**src/rtl/bbox_overlay_pkg.sv**
```systemverilog
// Shared types and helpers for the 4-pixel/clock bounding-box overlay stage.
// Box coordinates are held at BOX_W bits internally; top-level CW inputs are zero-extended.
package bbox_overlay_pkg;

    localparam int PPC    = 4;
    localparam int PIX_W  = 24;
    localparam int BEAT_W = PPC * PIX_W;
    localparam int BOX_W  = 16;

    typedef struct packed {
        logic [7:0] r;
        logic [7:0] g;
        logic [7:0] b;
    } rgb_t;

    typedef struct packed {
        logic [BOX_W-1:0] x0;
        logic [BOX_W-1:0] y0;
        logic [BOX_W-1:0] x1;
        logic [BOX_W-1:0] y1;
    } bbox_t;

    function automatic rgb_t lane_pixel(input logic [BEAT_W-1:0] beat, input int k);
        return rgb_t'(beat[PIX_W*k +: PIX_W]);
    endfunction

endpackage

```
**src/rtl/bbox_hit.sv**
```systemverilog
// Per-lane hit test: is pixel (x,y) on the box outline (or crosshair when
// BBOX_CROSSHAIR_EN is defined). Purely combinational.
module bbox_hit
    import bbox_overlay_pkg::*;
#(
    parameter int THICK = 1
) (
    input  logic [BOX_W-1:0] i_x,
    input  logic [BOX_W-1:0] i_y,
    input  bbox_t            i_box,
`ifdef BBOX_CROSSHAIR_EN
    input  logic [BOX_W-1:0] i_cx,
    input  logic [BOX_W-1:0] i_cy,
`endif
    output logic             o_hit
);

    localparam int XW = BOX_W + 1;

    // One spare bit so x0+THICK and x+THICK never wrap.
    logic [XW-1:0] w_x, w_y, w_x0, w_y0, w_x1, w_y1, w_t;
    logic          w_in, w_edge;

    assign w_x  = {1'b0, i_x};
    assign w_y  = {1'b0, i_y};
    assign w_x0 = {1'b0, i_box.x0};
    assign w_y0 = {1'b0, i_box.y0};
    assign w_x1 = {1'b0, i_box.x1};
    assign w_y1 = {1'b0, i_box.y1};
    assign w_t  = XW'(THICK);

    // An inverted box (x0>x1 or y0>y1) can never satisfy w_in.
    assign w_in   = (w_x >= w_x0) && (w_x <= w_x1) && (w_y >= w_y0) && (w_y <= w_y1);
    assign w_edge = (w_x < w_x0 + w_t) || (w_x + w_t > w_x1) ||
                    (w_y < w_y0 + w_t) || (w_y + w_t > w_y1);

`ifdef BBOX_CROSSHAIR_EN
    assign o_hit = w_in && (w_edge || (i_x == i_cx) || (i_y == i_cy));
`else
    assign o_hit = w_in && w_edge;
`endif

endmodule

```
**src/rtl/bbox_overlay_4ppc.sv**
```systemverilog
// AXI4-Stream 4 pixel/clock bounding-box overlay with frame-synchronous box update.
// Optional crosshair through the box centre under macro BBOX_CROSSHAIR_EN.
module bbox_overlay_4ppc
    import bbox_overlay_pkg::*;
#(
    parameter int          WIDTH  = 64,
    parameter int          HEIGHT = 64,
    parameter int          CW     = 12,
    parameter int          THICK  = 1,
    parameter logic [23:0] COLOR  = 24'hFF0000
) (
    input  logic                s_axis_video_aclk,
    input  logic                rst,
    input  logic [BEAT_W-1:0]   VIDEO_IN_tdata,
    input  logic                VIDEO_IN_tvalid,
    output logic                VIDEO_IN_tready,
    input  logic                VIDEO_IN_tuser,
    input  logic                VIDEO_IN_tlast,
    output logic [BEAT_W-1:0]   VIDEO_OUT_tdata,
    output logic                VIDEO_OUT_tvalid,
    input  logic                VIDEO_OUT_tready,
    output logic                VIDEO_OUT_tuser,
    output logic                VIDEO_OUT_tlast,
    input  logic [CW-1:0]       bbox_x0,
    input  logic [CW-1:0]       bbox_y0,
    input  logic [CW-1:0]       bbox_x1,
    input  logic [CW-1:0]       bbox_y1,
    input  logic                bbox_valid,
    output logic                frame_err
);

    localparam int              COLS     = WIDTH / PPC;
    localparam int              CLW      = $clog2(COLS + 1);
    localparam int              RW       = $clog2(HEIGHT + 2);
    localparam logic [CLW-1:0]  LAST_COL = CLW'(COLS - 1);
    localparam bbox_t           BOX_NONE = '{x0: BOX_W'(1), y0: '0, x1: '0, y1: '0};

    logic [CLW-1:0]             r_col;
    logic [RW-1:0]              r_row;
    logic                       r_first;
    logic                       r_err;
    bbox_t                      r_pend, r_act;
    logic                       r_vld, r_user, r_last;
    logic [PPC-1:0][PIX_W-1:0]  r_data;

    logic                       w_acc, w_sof, w_eol, w_len_err, w_sync_err;
    logic [CLW-1:0]             w_col;
    logic [RW-1:0]              w_row, w_row_inc;
    bbox_t                      w_box, w_new;
    logic [PPC-1:0][PIX_W-1:0]  w_pix;

    assign VIDEO_IN_tready  = !r_vld || VIDEO_OUT_tready;
    assign VIDEO_OUT_tvalid = r_vld;
    assign VIDEO_OUT_tdata  = r_data;
    assign VIDEO_OUT_tuser  = r_user;
    assign VIDEO_OUT_tlast  = r_last;
    assign frame_err        = r_err;

    assign w_acc = VIDEO_IN_tvalid && VIDEO_IN_tready;
    assign w_sof = w_acc && VIDEO_IN_tuser;
    assign w_col = VIDEO_IN_tuser ? '0 : r_col;
    assign w_row = VIDEO_IN_tuser ? '0 : r_row;
    assign w_row_inc = (w_row == {RW{1'b1}}) ? w_row : w_row + RW'(1);

    // A line ends on tlast or on the last column; disagreement between the two is an error.
    assign w_eol      = VIDEO_IN_tlast || (w_col == LAST_COL);
    assign w_len_err  = VIDEO_IN_tlast != (w_col == LAST_COL);
    // After a complete frame the row counter has already stepped past the last line.
    assign w_sync_err = VIDEO_IN_tuser && !r_first && ((r_row != RW'(HEIGHT)) || (r_col != '0));

    assign w_new = '{x0: BOX_W'(bbox_x0), y0: BOX_W'(bbox_y0),
                     x1: BOX_W'(bbox_x1), y1: BOX_W'(bbox_y1)};
    assign w_box = w_sof ? r_pend : r_act;

`ifdef BBOX_CROSSHAIR_EN
    // Centres are taken when the pending box is loaded so the pixel path has no adder.
    logic [BOX_W-1:0] r_pend_cx, r_pend_cy, r_act_cx, r_act_cy, w_cx, w_cy;
    logic [BOX_W:0]   w_sx, w_sy;

    assign w_sx = {1'b0, w_new.x0} + {1'b0, w_new.x1};
    assign w_sy = {1'b0, w_new.y0} + {1'b0, w_new.y1};
    assign w_cx = w_sof ? r_pend_cx : r_act_cx;
    assign w_cy = w_sof ? r_pend_cy : r_act_cy;

    always_ff @(posedge s_axis_video_aclk) begin
        if (rst) begin
            r_pend_cx <= '0;
            r_pend_cy <= '0;
            r_act_cx  <= '0;
            r_act_cy  <= '0;
        end else begin
            if (w_sof) begin
                r_act_cx <= r_pend_cx;
                r_act_cy <= r_pend_cy;
            end
            if (bbox_valid) begin
                r_pend_cx <= w_sx[BOX_W:1];
                r_pend_cy <= w_sy[BOX_W:1];
            end
        end
    end
`endif

    for (genvar k = 0; k < PPC; k++) begin : g_lane
        logic [BOX_W-1:0] w_x;
        logic [PIX_W-1:0] w_in_pix;
        logic             w_hit;

        assign w_x      = BOX_W'({w_col, 2'(k)});
        assign w_in_pix = lane_pixel(VIDEO_IN_tdata, k);

        bbox_hit #(.THICK(THICK)) u_hit (
            .i_x   (w_x),
            .i_y   (BOX_W'(w_row)),
            .i_box (w_box),
`ifdef BBOX_CROSSHAIR_EN
            .i_cx  (w_cx),
            .i_cy  (w_cy),
`endif
            .o_hit (w_hit)
        );

        assign w_pix[k] = w_hit ? COLOR : w_in_pix;
    end

    always_ff @(posedge s_axis_video_aclk) begin
        if (rst) begin
            r_col   <= '0;
            r_row   <= '0;
            r_first <= 1'b1;
            r_err   <= 1'b0;
            r_pend  <= BOX_NONE;
            r_act   <= BOX_NONE;
            r_vld   <= 1'b0;
            r_user  <= 1'b0;
            r_last  <= 1'b0;
            r_data  <= '0;
        end else begin
            if (w_acc) begin
                r_col  <= w_eol ? '0 : w_col + CLW'(1);
                r_row  <= w_eol ? w_row_inc : w_row;
                r_vld  <= 1'b1;
                r_data <= w_pix;
                r_user <= VIDEO_IN_tuser;
                r_last <= VIDEO_IN_tlast;
                if (w_len_err || w_sync_err)
                    r_err <= 1'b1;
                if (VIDEO_IN_tuser) begin
                    r_first <= 1'b0;
                    r_act   <= r_pend;
                end
            end else if (VIDEO_OUT_tready) begin
                r_vld <= 1'b0;
            end
            if (bbox_valid)
                r_pend <= w_new;
        end
    end

endmodule

```
**config.mk**
```make
export PLATFORM = sky130hd
export DESIGN_NAME = bbox_overlay_4ppc
export DESIGN_NICKNAME = d
export VERILOG_FILES = /design/src/rtl/bbox_overlay_pkg.sv /design/src/rtl/bbox_hit.sv /design/src/rtl/bbox_overlay_4ppc.sv
export SDC_FILE = /design/constraint.sdc
export NUM_CORES = 1
export LEC_CHECK = 0
export CAP_MARGIN = 10
export CORE_UTILIZATION = 54
export CTS_CLUSTER_SIZE = 8
export DETAILED_ROUTE_END_ITERATION = 8
export PLACE_DENSITY = 0.86
export REMOVE_ABC_BUFFERS = 1
export SETUP_SLACK_MARGIN = 0.15
export SLEW_MARGIN = 15
export SYNTH_ARGS = -nofsm -noshare
export SYNTH_HDL_FRONTEND = slang
export SYNTH_SLANG_ARGS = --single-unit
```
**constraint.sdc**
```tcl
create_clock -name s_axis_video_aclk -period 10.5 [get_ports s_axis_video_aclk]
set_input_delay 2.1 -clock s_axis_video_aclk [delete_from_list [all_inputs] [get_ports s_axis_video_aclk]]
set_output_delay 2.1 -clock s_axis_video_aclk [all_outputs]
set_load 0.02 [all_outputs]
```
# Yosys cells after proc, flatten, opt, wreduce, memory -nomap -nowiden
# Cells that the tools add are included.
[totals]
out_inout_bits = 101
ff_bits = 209
[op_classes]
n_lt_le_gt_ge = 20
addsub = 9
mux = 12
eq_ne = 4
n_reduce_logical = 42
[ops]
columns = ["cell", "n"]
rows = [
  ["$mux 24", 4],
  ["$gt 17x16->1", 5],
  ["$lt 7x17->1", 5],
  ["$le 7x16->1", 5],
  ["$mux 60", 1],
  ["$ge 7x12->1", 4],
  ["$add 7x1->8 const B", 5],
  ["$mux 7", 3],
  ["$logic_and 1x1->1", 20],
  ["$add 16x1->17 const B", 1],
  ["$ge 7x16->1", 1],
  ["$logic_or 1x1->1", 16],
  ["$add 12x1->13 const B", 1],
  ["$mux 5", 2],
  ["$add 7x1->7 const B", 1],
  ["$eq 7x7->1 const B", 1],
  ["$ne 7x7->1 const B", 1],
  ["$add 5x1->5 const B", 1],
  ["$eq 5x4->1 const B", 1],
  ["$reduce_bool 5->1", 1],
  ["$reduce_and 2->1", 2],
  ["$logic_not 1->1", 2],
  ["$mux 1", 2],
  ["$reduce_bool 2->1", 1],
  ["$ne 1x1->1", 1],
]

# Depth between registers and ports, before layout
# Gate-level depths: netlist of run 1.
[depth]
word_depth = 12
ltp_mapped = 21
depth_no_buf = 16

# Cells and area by module
# A second synthesis of run 1 with hierarchy kept.
[unflattened]
hier_cells = 2937
hier_area_um2 = 23655.2
[by_module_without_submodules]
columns = ["module", "area_per_inst_um2", "instances", "cells_each"]
rows = [
  ["bbox_overlay_4ppc", 8110.3, 1, 856],
  ["bbox_hit at g_lane[0].u_hit", 3902.5, 1, 527],
  ["bbox_hit at g_lane[2].u_hit", 3891.2, 1, 516],
  ["bbox_hit at g_lane[3].u_hit", 3885.0, 1, 522],
  ["bbox_hit at g_lane[1].u_hit", 3866.2, 1, 516],
]

# Least setup slack after synthesis of run 1
# OpenSTA, ideal clock, no wires.
[synth_path]
kind = "input -> register"
from = "input VIDEO_IN_tvalid"
to = "register r_data, in the netlist VIDEO_OUT_tdata[88]"
stages = 18
setup_ns = 0.091
arrival_time_ns = 5.915
path_slack_ns = 4.494
n_path_buf = 5
path_cell_list = "and2_1 -> buf_4 -> nand2_2 -> buf_6 -> clkbuf_1 -> clkbuf_1 -> mux2i_1 -> inv_1 -> ha_1 -> o21ai_0 -> xnor2_1 -> ha_1 -> a2111oi_0 -> a21oi_1 -> o2111a_1 -> buf_4 -> a211o_1 -> a311oi_1"
[synth_via]
elab_chain_cells = 10
word_cells_on_any_way = 21
[synth_lines]
columns = ["element", "line_no", "rtl"]
rows = [
  ["start: declaration", "bbox_overlay_4ppc.sv:15", "input logic VIDEO_IN_tvalid,"],
  ["$logic_and 1x1->1 *", "bbox_overlay_4ppc.sv:59", "assign w_acc = VIDEO_IN_tvalid && VIDEO_IN_tready;"],
  ["$logic_and 1x1->1", "bbox_overlay_4ppc.sv:60", "assign w_sof = w_acc && VIDEO_IN_tuser;"],
  ["$mux 60", "bbox_overlay_4ppc.sv:73", "assign w_box = w_sof ? r_pend : r_act;"],
  ["$add 12x1->13", "bbox_hit.sv:34", "assign w_edge = (w_x < w_x0 + w_t) || (w_x + w_t > w_x1) ||"],
  ["$lt 7x17->1", "bbox_hit.sv:34", ""],
  ["$logic_or 1x1->1 (2 in series)", "bbox_hit.sv:34", ""],
  ["$logic_or 1x1->1", "bbox_hit.sv:35", "(w_y < w_y0 + w_t) || (w_y + w_t > w_y1);"],
  ["$logic_and 1x1->1", "bbox_hit.sv:40", "assign o_hit = w_in && w_edge;"],
  ["$mux 24", "bbox_overlay_4ppc.sv:123", "assign w_pix[k] = w_hit ? COLOR : w_in_pix;"],
  ["end signal: assignment", "bbox_overlay_4ppc.sv:143", "r_data <= w_pix;"],
  ["end: declaration", "bbox_overlay_4ppc.sv:44", "logic [PPC-1:0][PIX_W-1:0] r_data;"],
]
# Mark *: on every way between the ends. The rest lies on a longest branch, timed or not.
# A chain may end at the register's enable or synchronous reset.

# Worst setup path in the final report of run 1
[layout_path]
from = "input VIDEO_IN_tuser"
to = "register r_data, in the netlist VIDEO_OUT_tdata[36]"
[layout_via]
elab_chain_cells = 9
word_cells_on_any_way = 24
[layout_lines]
columns = ["element", "line_no", "rtl"]
rows = [
  ["start: declaration", "bbox_overlay_4ppc.sv:17", "input logic VIDEO_IN_tuser,"],
  ["$logic_and 1x1->1", "bbox_overlay_4ppc.sv:60", ""],
  ["$mux 60", "bbox_overlay_4ppc.sv:73", ""],
  ["$add 12x1->13", "bbox_hit.sv:34", ""],
  ["$lt 7x17->1", "bbox_hit.sv:34", ""],
  ["$logic_or 1x1->1 (2 in series)", "bbox_hit.sv:34", ""],
  ["$logic_or 1x1->1", "bbox_hit.sv:35", ""],
  ["$logic_and 1x1->1 *", "bbox_hit.sv:40", ""],
  ["$mux 24 *", "bbox_overlay_4ppc.sv:123", ""],
]
# Marks and branches as above.

==> key figures, run 1 <==
Clocking
  – TritonCTS buffer count: 30
  – Worst-skew pair later-pin latency: 0.53 ns
  – CTS Buffer Depth: 3
  – Cts hold-fix bufs: 0
  – Sink Count: 209
  – Resize count post-CTS: 0
  – TritonCTS clock tree: done
  – Worst-path clk slew: 0.05 ns
  – H-Tree Depth: 1
  – Setup Buffers After CTS: 0
  – Root Buffer: clkbuf_16

Floorplan
  – Core ar.: 0.0183 sq mm
  – Starting Density: 55.9%
  – Rows: 49
  – Die area: 0.0195 sq mm
  – Die Span X: 139 um
  – Num ports: 252
  – Die Span Y: 139 um

Timing
  – Max Transition Viols Final: 0
  – Total negative slack: 0 ns
  – Endpoints failing hold: 0
  – Final min period: 7.22 ns
  – Setup violators final: 0
  – Setup Skew: 0.0144 ns
  – RSZ-0062 raised after global routing: false
  – Worst-margin pin slew: 1.13 ns
  – Fmax: 0.138 GHz
  – WHS: 0.450 ns
  – Relative slew margins: 24.4%
  – Final period util: 68.8%

Worst setup path
  – CP max FO: 23
  – Worst setup EP type: register
  – Critical-path cell list: clkdlybuf4s50_1 -> and2_1 -> nand2_2 -> mux2i_1 -> inv_1 -> ha_1 -> o21ai_0 -> nor3_1 -> xor2_1 -> ha_1 -> o21a_1 -> o22ai_1 -> a21oi_1 -> o2111a_1 -> nand3_1 -> a41oi_1
  – Critical path type: in2reg
  – Slowest CP cell: clkdlybuf4s50_1
  – Worst path most repeated cell: ha_1
  – WP buf/inv: 2
  – WP data required: 10.93 ns
  – Kind of cell adding the most delay to the critical path: compound AO/OA/AOI/OAI gates
  – Startpoint types: input pin
  – CP Data Arrival Time: 7.66 ns
  – Crit-path max cell delay: 0.93 ns
  – Worst reg-to-reg path cell count: 17
  – Critical path depth in cells: 16

Cells and area
  – Commonest non-fill, non-tap cell in the layout: clkdlybuf4s50_1
  – Diodes inserted: 0
  – Most frequent cells in the layout: clkdlybuf4s50_1 (249), dfxtp_1 (209), nor2_1 (140)
  – Fin util: 74.3%
  – P&R area growth vs syn: 33.0%
  – Final net count: 1600
  – Layout cells sized above 1: 4.38%
  – Number of fill cells: 1389
  – Non-filler instance count after layout: 1622

Place
  – Placed Instances: 1589
  – DP Wirelength: 20200 um
  – Port bufs: 251
  – GP Congestion: 0.935

Logic synthesis
  – Post-synth EDFFs: 0
  – Top FF cell, synth: dfxtp_1
  – Syn Inst Count: 1178
  – Share of synthesized registers carrying an async set or reset: 0%
  – Sequential area share after synthesis: 41.0%
  – Yosys cell types: 63
  – Synth warn: 0
  – Syn avg cell area: 8.66 sq um
  – Yosys reg bits: 209
  – Netlist Area Pre-Place: 0.0102 sq mm

Detailed routing
  – Drt drc: 0
  – First-pass DRT Iterations: 8
  – Final ANT Viol Nets: 0
  – Iteration-0 DRC Markers: 652
  – Via count: 9753
  – DR WL/cell: 18.0 um
  – Via-to-Cell Ratio: 6.01
  – Post-Route WL: 29200 um

Global routing
  – GRT Max-Usage Layer: met2
  – Initial antenna violation count: 0
  – First-pass GRT wire length: 46700 um
  – GRT Resource Usage Total: 29.2%
  – Pin count of the biggest net entering global routing: 113
  – Grt met2 use: 50.0%
  – Met1 usage: 36.3%
  – GRT Residual Overflow: 0
  – M3 GR Usage: 5.54%
  – Vias in the first global route: 9509

Run
  – Maxcap violations: 0

Power and ir drop
  – PwrDens: 159 mW/mm^2
  – Final total power: 2.15 mW
  – Worst vdd ir: 117 uV
  – Lkg Pwr: 5.62 nW

Run status
  – Status: finished clean

Worst hold path
  – Hold path depth: 2
  – Hold Crit Class: reg2reg
flip-flops by register name (all words and copies together) (netlist names):
register	count
VIDEO_OUT_tdata	96
VIDEO_OUT_tlast	1
VIDEO_OUT_tuser	1
VIDEO_OUT_tvalid	1
frame_err	1
r_act	48
r_col	5
r_first	1
r_pend	48
r_row	7
cell families (layout without fill, tap and decap cells):
logic type,after synthesis,after routing,share of synthesized area (%)
compound gates,328,328,22.3
xor+xnor,13,13,1.12
fa+ha+maj,57,57,6.99
buf+inv,130,345,4.99
flops,209,209,41.0
mux,77,77,7.64
simple gates,364,364,15.9
worst register-to-register path, stage by stage (launching register included):
cell	delay, ns
dfxtp_1	0.32
nor2b_1	0.12
buf_4	0.21
inv_2	0.14
nand2_2	0.45
mux2i_1	0.35
inv_1	0.11
ha_1	0.26
o21ai_0	0.15
nor3_1	0.10
xor2_1	0.18
ha_1	0.31
o21a_1	0.11
o22ai_1	0.06
a21oi_1	0.12
o2111a_1	0.82
nand3_1	0.75
a41oi_1	0.45
synthesized netlist by cell type, types with 10 or more instances:
cell type	n	area, sq um
dfxtp_1	209	4180
nor2_1	142	533
nand2_1	108	405
a21oi_1	83	415
mux2i_1	72	721
clkbuf_1	64	240
ha_1	57	713
a22oi_1	50	375
inv_1	48	180
o21ai_0	42	210
nand3_1	31	155
a311oi_1	26	228
and2_1	24	150
a31oi_1	22	138
a211oi_1	19	143
a32oi_1	18	158
a41oi_1	16	140
nor2b_1	12	75.1
nor4_1	10	62.6
o31a_1	10	87.6
routing by layer:
layer / up-vias / part of all wire (%)
li1: 4702 / -
met4: 0 / 3.4
met3: 89 / 7.6
met2: 430 / 48
met5: - / 0
met1: 4532 / 41
path summary, 6_finish.rpt:
check	endpoint	from	slack, ns
min reg2reg	VIDEO_OUT_tlast	VIDEO_OUT_tlast	0.45
max	VIDEO_OUT_tdata[36]	VIDEO_IN_tuser	3.28
max reg2reg	VIDEO_OUT_tdata[36]	VIDEO_OUT_tvalid	5.42
min	VIDEO_OUT_tlast	VIDEO_OUT_tlast	0.45
per-stage QoR:
stage	setup slack [ns]	area, sq um
after floorplan	2.62	9880
after global placement	3.07	12800
after detailed placement	2.87	12800
after CTS	3.40	13600
after global routing	2.87	13600
final	3.28	13600
final cells by class:
type	instances	area [sq um]	area share [%]
Timing Repair Buffer	263	2590	19.1
Sequential cell	209	4180	30.8
Inverter	49	184	1.36
Clock inverter	1	8.76	0.0645
Clock buffer	32	779	5.74
Tap cell	229	287	2.11
Multi-Input combinational cell	839	5540	40.8
power by group:
part / switching, mW / internal (mW)
Sequential: 0.0357 / 0.845
Combinational: 0.241 / 0.192
Clock: 0.326 / 0.512
Total: 0.603 / 1.55
(Power assumes the default switching activity.)
==> inputs of run 2 (changes only) <==
--- a/config.mk
+++ b/config.mk
@@ -6,10 +6,10 @@
 export NUM_CORES = 1
 export LEC_CHECK = 0
 export CAP_MARGIN = 10
-export CORE_UTILIZATION = 54
+export CORE_UTILIZATION = 50
 export CTS_CLUSTER_SIZE = 8
 export DETAILED_ROUTE_END_ITERATION = 8
-export PLACE_DENSITY = 0.86
+export PLACE_DENSITY = 0.81
 export REMOVE_ABC_BUFFERS = 1
 export SETUP_SLACK_MARGIN = 0.15
 export SLEW_MARGIN = 15
==> constraint.sdc (replaced) <==
create_clock -name s_axis_video_aclk -period 7.01 [get_ports s_axis_video_aclk]
set_input_delay 1.402 -clock s_axis_video_aclk [delete_from_list [all_inputs] [get_ports s_axis_video_aclk]]
set_output_delay 1.402 -clock s_axis_video_aclk [all_outputs]
set_load 0.02 [all_outputs]
==> run 2 against run 1 <==
  * First-iteration DRC count increased by 1.2%
  * Sequential power increased by 50%
  * Worst hold slack improved by 0.0034 ns
  * Total power increased by 50%
  * Largest power group unchanged
==> key figures, run 2 (synthesized netlist as in run 1, its figures left out) <==
Worst setup path
  – Reg-to-Reg End: VIDEO_OUT_tdata[38]
  – R2R Setup Slk: 2.56 ns (-2.86 ns)
  – Worst setup EP type: register
  – Startpoint types: input pin
  – CP Data Arrival Time: 5.96 ns (-1.70 ns)
  – FF-to-FF Start: VIDEO_OUT_tvalid
  – Critical path type: in2reg
  – WP data required: 7.45 ns (-3.48 ns)
  – CP max FO: 21 (-8.7%)
  – Worst reg-to-reg path cell count: 15 (-2)

Power and ir drop
  – Internal: 2.33 mW (+50%)
  – Switching power: 899 uW (+49%)
  – Final total power: 3.22 mW (+50%)
  – Sw Ratio: 27.9% (-0.14 points)
  – Lkg Pwr: 5.64 nW (+0.41%)
  – PwrDens: 236 mW/mm^2 (+49%)
  – Comb power frac: 20.2% (about the same)
  – Worst vdd ir: 186 uV (+59%)
  – Register share of total power: 40.9% (about the same)
  – Clk pwr share: 38.9% (about the same)

Timing
  – Final period util: 78.8%
  – Endpoints failing hold: 0 (unchanged)
  – RSZ-0062 raised after global routing: false
  – Total negative slack: 0 ns (unchanged)
  – Fmax: 0.181 GHz
  – WHS: 0.453 ns (+0.00344 ns)
  – Worst-margin pin slew: 0.960 ns (-0.175 ns)
  – Setup Skew: 0.0110 ns (-0.00333 ns)
  – Relative slew margins: 35.9% (+11 points)
  – Max Transition Viols Final: 0 (unchanged)
  – Final min period: 5.52 ns
  – Setup violators final: 0 (unchanged)

Floorplan
  – Starting Density: 51.8% (-4.1 points)
  – Rows: 51 (+4.1%)
  – Die Span X: 145 um (+3.9%)
  – Die Span Y: 145 um (+3.9%)
  – Core ar.: 0.0197 sq mm (+7.9%)
  – Die area: 0.0210 sq mm (+7.9%)
  – Num ports: 252 (unchanged)

Global routing
  – First-pass GRT wire length: 45300 um (-3.2%)
  – Vias in the first global route: 9106 (-4.2%)
  – GRT Resource Usage Total: 27.0% (-2.2 points)
  – Initial antenna violation count: 0 (unchanged)
  – GRT Residual Overflow: 0 (unchanged)
  – Met1 usage: 34.0% (-2.2 points)
  – Grt met2 use: 44.6% (-5.5 points)
  – GRT Max-Usage Layer: met2
  – M3 GR Usage: 6.94% (+1.4 points)
  – Pin count of the biggest net entering global routing: 78 (-31%)

Cells and area
  – Fin util: 69.3% (-5.0 points)
  – Diodes inserted: 0 (unchanged)
  – Commonest non-fill, non-tap cell in the layout: clkdlybuf4s50_1
  – Max reg flops: 96 (unchanged)
  – P&R area growth vs syn: 33.8%
  – Final net count: 1604 (+0.25%)
  – Most frequent cells in the layout: clkdlybuf4s50_1 (249), dfxtp_1 (209), nor2_1 (140)
  – Layout cells sized above 1: 4.65% (+0.27 points)
  – Design area: 0.0137 sq mm (+0.65%)

Detailed routing
  – First-pass DRT Iterations: 5 (-3)
  – Drt drc: 0 (unchanged)
  – Via-to-Cell Ratio: 5.75 (-4.3%)
  – Via count: 9560 (-2.0%)
  – Post-Route WL: 29100 um (-0.15%)
  – Final ANT Viol Nets: 0 (unchanged)
  – Iteration-0 DRC Markers: 660 (+1.2%)
  – DR WL/cell: 17.5 um (-2.6%)

Clocking
  – Sink Count: 209 (unchanged)
  – Resize count post-CTS: 0 (unchanged)
  – Root Buffer: clkbuf_16
  – TritonCTS buffer count: 30 (unchanged)
  – Worst-skew pair later-pin latency: 0.53 ns (about the same)
  – Worst-path clk slew: 0.05 ns (about the same)
  – TritonCTS clock tree: done
  – H-Tree Depth: 1 (unchanged)
  – CTS Buffer Depth: 3 (unchanged)
  – Cts hold-fix bufs: 0 (unchanged)
  – Setup Buffers After CTS: 0 (unchanged)

Worst hold path
  – Hold Crit Class: reg2reg
  – Hold EP: frame_err
  – Hold path start: frame_err
  – Hold path depth: 2 (unchanged)

Place
  – GP Congestion: 0.927 (-0.82%)
  – Placed Instance Area: 0.0129 sq mm (+0.68%)
  – Port bufs: 251 (unchanged)
  – DP Wirelength: 20400 um (+1.1%)

Run
  – Maxcap violations: 0 (unchanged)

Run status
  – Status: finished clean
[run 2: area by class of cell]
type,count,area (sq um)
Inverter,49,184
Tap cell,265,332
Sequential cell,209,4180
Timing Repair Buffer,267,2640
Fill cell,1563,6060
Clock inverter,1,8.76
Clock buffer,32,779
Multi-Input combinational cell,839,5540
[run 2: power by group through the flow]
stage | registers (mW) | logic (mW) | clock network, mW
3_3_place_gp | 1.34 | 0.637 | 0
4_1_cts | 1.32 | 0.651 | 1.27
2_1_floorplan | 1.39 | 0.278 | 0
6_report | 1.32 | 0.652 | 1.25
3_5_place_dp | 1.34 | 0.646 | 0
5_1_grt | 1.33 | 0.704 | 1.32
[run 2: metrics by stage]
stage	cells	worst slack, ns
after floorplan	1097	-0.174
final	1662	1.49
after CTS	1662	1.54
after global routing	1662	1.24
after detailed placement	1629	1.07
after global placement	1629	1.18
[run 2: metal layers]
metal | vias to the layer above | wire, um
met4 | 0 | 936
met3 | 68 | 2550
met5 | - | 0
li1 | 4711 | -
met1 | 4414 | 12100
met2 | 367 | 13600
[run 2: worst max-delay path: stages]
cell and delay [ns]:
clkdlybuf4s50_1 0.53, and2_1 0.36, nand2_2 0.36, mux2i_1 0.37
inv_1 0.11, ha_1 0.26, o21ai_0 0.14, nor3_1 0.09
xor2_1 0.16, ha_1 0.29, o21a_1 0.12, o22ai_1 0.07
a21oi_1 0.13, o2111a_1 0.29, buf_4 0.29, nand3_1 0.53
a41oi_1 0.43
[run 2: worst max path at each step]
stage,end,slack (ns),from,cells past startpoint
floorplan,VIDEO_OUT_tdata[24],-0.17,VIDEO_OUT_tready,6
global placement,VIDEO_OUT_tdata[64],1.18,VIDEO_IN_tvalid,14
detailed placement,VIDEO_OUT_tdata[34],1.07,VIDEO_IN_tvalid,17
CTS,VIDEO_OUT_tdata[35],1.54,VIDEO_IN_tvalid,16
global route,VIDEO_OUT_tdata[24],1.24,VIDEO_IN_tvalid,16
finish,VIDEO_OUT_tdata[38],1.49,VIDEO_IN_tvalid,17
